[src/rtl/qpu_issue_unit.sv]
// ============================================================================
// qpu_issue_unit : timed in-order issue stage (FIFO + start_time gate + issue reg)
// Optional macro : QCS_LATE_DROP_EN (pop and count late heads instead of issuing)
// Revision       : 1.0
// ============================================================================
`default_nettype none

module qpu_issue_unit #(
  parameter int NUM_FPGA           = 64,
  parameter int NUM_QUBIT_PER_FPGA = 64,
  parameter int DEPTH              = 16,
  localparam int QW = $clog2(NUM_FPGA*NUM_QUBIT_PER_FPGA),
  localparam int IW = 3*QW+22,
  localparam int FW = $clog2(NUM_FPGA),
  localparam int CW = $clog2(DEPTH)+1
) (
  input  logic          clk,
  input  logic          rst,
  input  logic          in_valid,
  output logic          in_ready,
  input  logic [IW-1:0] in_instr,
  input  logic          tick_en,
  output logic [15:0]   time_now,
  output logic          issue_valid,
  input  logic          issue_ready,
  output logic [IW-1:0] issue_instr,
  output logic [FW-1:0] issue_fpga,
  output logic          issue_late,
  output logic [CW-1:0] count,
  output logic [15:0]   drop_cnt
);

  localparam int AW = $clog2(DEPTH);

  typedef enum logic [1:0] {
    S_IDLE  = 2'd0,
    S_WAIT  = 2'd1,
    S_ISSUE = 2'd2
  } state_t;

  state_t        state;
  logic [IW-1:0] mem [DEPTH];
  logic [AW-1:0] wr_ptr;
  logic [AW-1:0] rd_ptr;

  // Head word without its status nibble; status is always rewritten on issue.
  logic [IW-5:0] head;
  logic [15:0]   diff;
  logic          nonempty, due, late, slot_free;
  logic          load, late_pop, pop;
  logic          accept, push, discard;
  logic          late_tag;
  logic [16:0]   drop_sum;
  logic [CW-1:0] count_next;

  assign head      = mem[rd_ptr][IW-1:4];
  assign diff      = head[15:0] - time_now;
  assign nonempty  = (count != '0);
  assign late      = diff[15];
  assign due       = nonempty && ((diff == 16'd0) || late);
  assign slot_free = (state != S_ISSUE) || issue_ready;

`ifdef QCS_LATE_DROP_EN
  assign late_pop = nonempty && late;
  assign load     = due && !late && slot_free;
  assign late_tag = 1'b0;
`else
  assign late_pop = 1'b0;
  assign load     = due && slot_free;
  assign late_tag = late;
`endif

  assign pop         = load || late_pop;
  assign in_ready    = (count != CW'(DEPTH)) && !rst;
  assign accept      = in_valid && in_ready;
  assign push        = accept && in_instr[3];
  assign discard     = accept && !in_instr[3];
  assign drop_sum    = {1'b0, drop_cnt} + 17'(discard) + 17'(late_pop);
  assign count_next  = count + CW'(push) - CW'(pop);
  assign issue_valid = (state == S_ISSUE);

  // Storage has no reset; occupancy and pointers define what is live.
  always_ff @(posedge clk) begin
    if (push) mem[wr_ptr] <= in_instr;
  end

  always_ff @(posedge clk) begin
    if (rst) begin
      state       <= S_IDLE;
      wr_ptr      <= '0;
      rd_ptr      <= '0;
      count       <= '0;
      time_now    <= 16'd0;
      drop_cnt    <= 16'd0;
      issue_instr <= '0;
      issue_fpga  <= '0;
      issue_late  <= 1'b0;
    end else begin
      if (tick_en) time_now <= time_now + 16'd1;
      if (push)    wr_ptr   <= wr_ptr + AW'(1);
      if (pop)     rd_ptr   <= rd_ptr + AW'(1);
      count    <= count_next;
      drop_cnt <= drop_sum[16] ? 16'hFFFF : drop_sum[15:0];

      if (load) begin
        issue_instr <= {head, 4'b1100};
        issue_fpga  <= head[16+QW-1 -: FW];
        issue_late  <= late_tag;
        state       <= S_ISSUE;
      end else if ((state == S_ISSUE) && !issue_ready) begin
        state <= S_ISSUE;
      end else begin
        state <= (count_next != '0) ? S_WAIT : S_IDLE;
      end
    end
  end

endmodule

`default_nettype wire

[config.mk]
export PLATFORM = sky130hd
export DESIGN_NAME = qpu_issue_unit
export DESIGN_NICKNAME = d
export VERILOG_FILES = /design/src/rtl/qpu_issue_unit.sv
export SDC_FILE = /design/constraint.sdc
export NUM_CORES = 1
export LEC_CHECK = 0
export ABC_AREA = 0
export CAP_MARGIN = 20
export CORE_ASPECT_RATIO = 0.7
export CORE_MARGIN = 1.5
export CORE_UTILIZATION = 45
export CTS_BUF_LIST = sky130_fd_sc_hd__clkbuf_8
export CTS_CLUSTER_SIZE = 24
export DETAILED_ROUTE_END_ITERATION = 10
export HOLD_SLACK_MARGIN = 0.02
export PLACE_DENSITY = 0.61
export REMOVE_ABC_BUFFERS = 1
export SLEW_MARGIN = 10
export SYNTH_ARGS = -nofsm -noshare
export SYNTH_HDL_FRONTEND = slang
export SYNTH_SLANG_ARGS = --single-unit
export TNS_END_PERCENT = 10
[constraint.sdc]
create_clock -name clk -period 11.1 [get_ports clk]
set_input_delay 2.22 -clock clk [delete_from_list [all_inputs] [get_ports clk]]
set_output_delay 2.22 -clock clk [all_outputs]
set_load 0.02 [all_outputs]
Yosys cells after proc, flatten, opt, wreduce, memory -nomap -nowiden
Memory sizes are Yosys's and may differ from the RTL's. A register that Yosys moved wholly into a read port is not among the register bits.
Cells that the tools add are included.
- reductions and logical operators: 16
- add/subtract/negate cells: 7
- mux-type cells: 8
- equality and inequality tests: 3
- operator list (kind ; count):
    $add A16 B1 Y17 ; 1
    $add A16 B1 Y16 const B ; 1
    $logic_not A16 Y1 ; 1
    $mux W16 ; 1
    $sub A16 B16 Y16 ; 1
    $reduce_bool A5 Y1 ; 2
    $add A4 B1 Y4 const B ; 2
    $mux W4 ; 2
    $logic_and A1 B1 Y1 ; 7
    $add A5 B1 Y5 ; 1
    $ne A5 B5 Y1 const B ; 1
    $sub A5 B1 Y5 ; 1
    $mux W2 ; 2
    $logic_not A1 Y1 ; 3
    $mux W1 ; 3
    $reduce_or A3 Y1 ; 1
    $eq A2 B2 Y1 const B ; 1
    $logic_or A1 B1 Y1 ; 2
    $ne A2 B2 Y1 const B ; 1
- bits of input ports: 63
- memory bits (writable): 928
- output and inout bits: 104
- memories kept: 1
- logic and storage cells: 45
- bits in registers: 110
- memories (name ; depth ; bits a word ; rd ports ; clocked after memory_dff ; wr ports ; line ; source):
    mem ; 16 ; 58 ; 1 ; 1 ; 1 ; 42 ; logic [IW-1:0] mem [DEPTH];

Depth between registers and ports, before layout
- word-level depth: 10
- gate-level depth with buffers: 25
- depth with buffers taken out: 20

Worst setup path before layout
Ideal clock, no wire load.
- kind: input -> register
- from: in rst
- to: mem mem[3][10] (netlist bit) (enable)
- setup time: 0.532 ns
- data required time: 10.568 ns
- path slack: 3.378 ns
- data arrival time: 7.189 ns
- buffers on the path: 2
- cell stages on the path: 6
- cells stage by stage: clkbuf_1 a31oi_1 and3_1 clkbuf_1 nand2_1 nor3_1
- cells in the longest elaborated chain, start to end: 6
- RTL lines (element ; line ; source):
    start, declared ; 18 ; input logic rst,
    $logic_not A1 Y1 ; 74 ; assign in_ready = (count != CW'(DEPTH)) && !rst;
    $logic_and A1 B1 Y1 ; 74 ;
    named net in_ready ; 20 ; output logic in_ready,
    $logic_and A1 B1 Y1 ; 75 ; assign accept = in_valid && in_ready;
    $logic_and A1 B1 Y1 ; 76 ; assign push = accept && in_instr[3];
    $mux W1 ; 84 ; if (push) mem[wr_ptr] <= in_instr;
    $mux W1 (implied by the code) ; 84 ;
    end, declared ; 42 ;
The timed path passes the listed nets, and every way through them passes these cells.

==> results by group <==
Route
  – DRT Pass-1 Iters: 7
  – Post-Route WL: 86,900 um
  – Drt first-iter violations: 1,716
  – DRT antenna net count: 0
  – Post-DR wirelength/cell: 25.8 um
  – Vias post-DR: 19.0k
  – Drt drc: 0
  – Post-DR vias/cell: 5.65

GRT
  – Largest net degree at the start of global routing: 73
  – GR Overflow Total: 0
  – GR Util All Layers: 0.206
  – First-pass GRT wire length: 128,000 um
  – Initial antenna violation count: 12
  – Vias in the first global route: 19.8k

Clocking
  – Clk buf depth: 3
  – Clk Latency, worst-skew pair: 0.81 ns
  – CTS tree: done
  – Root Driver: clkbuf_8
  – Post-CTS setup repair buffer count: 0
  – H-tree depth: 4
  – Clock sink count: 971
  – Num CTS Buffers: 148
  – PostCTS Resize Cnt: 0
  – CTS clock-pin slew for the worst setup and hold paths: 0.06 ns
  – Post-CTS Hold Buffers: 0

Pwr
  – Ratio of total power to cell area: 204 nW/um^2
  – LEAKAGE: 0.0139 uW
  – Max VDD drop: 0.115 mV

Synth
  – Register bit count reported by yosys: 971
  – EDFF count, synth: 864
  – Synth unique cells: 66
  – Register area share after synthesis: 0.739
  – Synth Instances: 1,877
  – Async SR Flop Fraction: 0
  – Average cell area after synthesis: 20.3 sq um
  – Predominant post-synthesis flop cell: edfxtp_1
  – Syn Std Cell Area: 38,000 sq um
  – Syn. warnings: 0

Critical path
  – WP data arrival: 7.87 ns
  – CP Max Fanout: 36
  – CP Class: flip-flop to flip-flop
  – CP max-delay cell: dfxtp_4
  – CP required: 11.84 ns
  – Crit-path max cell delay: 0.76 ns
  – Startpoint types: flip-flop
  – CP endpoint kind: flip-flop
  – Worst path cell trace: buf_4, mux4_2, mux4_2, ha_1, nor2b_1, o2111ai_1, nand3_1, and4_1, or3b_4, nor4_4, o21a_1, buf_4, xnor2_1, ha_1, fa_1, a21oi_1, nor2_1, or3_1, a21oi_1, o311a_1
  – Bufs and invs on worst path: 2
  – Crit-path leading delay family: simple AND/OR/NAND/NOR gates

Timing
  – Tmin final: 7.12 ns
  – RSZ-0062 raised after global routing: no
  – Measured slew at the worst slew-check pin: 1.10 ns
  – Slew Limit Fails: 0
  – Max Clock Skew: 0.0232 ns
  – PnR worst setup slack: 3.98 ns
  – Final hold violation count: 0
  – Final Cycle Share: 0.642
  – Fmax: 140 MHz
  – # setup viols final: 0
  – Slew HR: 0.264

Cells and area
  – Area of the multi-input gates: 9460 sq um
  – Commonest non-fill, non-tap cell in the layout: edfxtp_1
  – Nets: 2,215
  – Layout area overhead: 14.8%
  – Sequential standard cell area: 28,100 sq um
  – # fillers: 6,557
  – Final cell count without fillers: 3,364
  – Final core occ: 0.526
  – Share of cells above drive strength 1: 0.232
  – Most frequent cells in the layout: edfxtp_1 (864), mux4_2 (269), clkbuf_8 (161)

Die
  – Die area: 86,300 sq um
  – Rows: 88
  – Initial Util: 0.458
  – IO Pins: 167
  – Chip Height: 246 um
  – Die W: 350 um
  – Core ar.: 83,000 sq um

Worst hold path
  – Hold Crit Class: flip-flop to flip-flop
  – Hold Startpoint: issue_instr[47]

Placed design
  – Post-Place Setup Slack: 3.99 ns
  – Detailed Place HPWL: 44,900 um
  – Final GP Congestion: 0.844
  – Post-Place Cells: 3,097
  – PortBufs: 161

Status
  – Status: finished clean

Flow run
  – Max_cap viols: 0
-- area by class of cell --
type / instances / area share
tap: 1125 / 0.0322
clock buffer: 161 / 0.0508
inverter: 30 / 0.00264
antenna: 2 / 0.000115
multi-input combinational: 774 / 0.217
sequential: 971 / 0.644
clock inverter: 104 / 0.0109
timing repair buffer: 197 / 0.0430
-- through the flow --
step / setup TNS (ns) / instance area (sq um) / hold slack [ns] / power, uW
floorplan: -137.16 / 37500 / 0.476 / 5930
global placement: 0 / 41000 / 0.448 / 6270
detailed placement: 0 / 41000 / 0.456 / 6310
CTS: 0 / 43700 / 0.465 / 9030
global route: 0 / 43700 / 0.482 / 9340
finish: 0 / 43700 / 0.459 / 8930
-- synthesized netlist by cell type (4+ instances only) --
library cell	number	area, sq um
a21o_1	6	45.0
a21oi_1	39	195
a31oi_1	4	25.0
and3_1	6	37.5
buf_1	28	105
buf_2	8	40.0
buf_4	10	75.1
buf_6	6	67.6
clkbuf_1	51	191
dfxtp_1	107	2140
edfxtp_1	864	25900
ha_1	28	350
inv_1	30	113
mux2i_1	60	601
mux4_2	269	6060
nand2_1	134	503
nand2b_1	7	43.8
nand3_1	19	95.1
nand4_1	9	56.3
nor2_1	61	229
nor2b_1	6	37.5
nor3_1	9	45.0
o21a_1	5	37.5
o21ai_0	11	55.1
o311ai_0	4	35.0
or3_1	6	37.5
xnor2_1	21	184
xor2_1	11	96.3
-- kinds of logic (layout without fill, tap and decap cells) --
kind of cell	Yosys count	after routing	synth area share
other cells	1	4	0.0000986
fa+ha+maj	30	30	0.0103
flops	971	971	0.739
compound gates	98	98	0.0170
xor+xnor	34	34	0.00882
buf+inv	133	492	0.0156
mux	333	333	0.176
simple gates	277	277	0.0331
-- power breakdown --
part | total (uW) | switching [uW] | internal (uW)
Combinational | 2060 | 1060 | 1000
Sequential | 4150 | 82.2 | 4070
Clock | 2720 | 1360 | 1360
-- sequential cells by signal (all words and copies together) (netlist names), named ones only --
name         cells
issue_instr     50
rd_ptr           4
wr_ptr           4
drop_cnt        16
issue_late       1
count            5
state            2
mem            864
time_now        16
issue_fpga       5
-- final timing paths --
kind                                        end  slack, ns  depth (start not counted)
worst max-delay path                   state[0]       3.98                         20
worst min-delay path            issue_instr[47]       0.46                          2
worst max register to register         state[0]       3.98                         20
worst min register to register  issue_instr[47]       0.46                          2
-- worst min-delay path: stages (launching register included) --
cell and delay, ns:
dfxtp_1 0.31, nand2_1 0.05, mux2i_1 0.05
-- metal layers --
layer / wire, um / global-route usage
met1: 37800 / 0.288
met2: 41600 / 0.324
met3: 5930 / 0.0458
met4: 1510 / 0.0615
met5: 99 / 0
(Power assumes the default switching activity.)
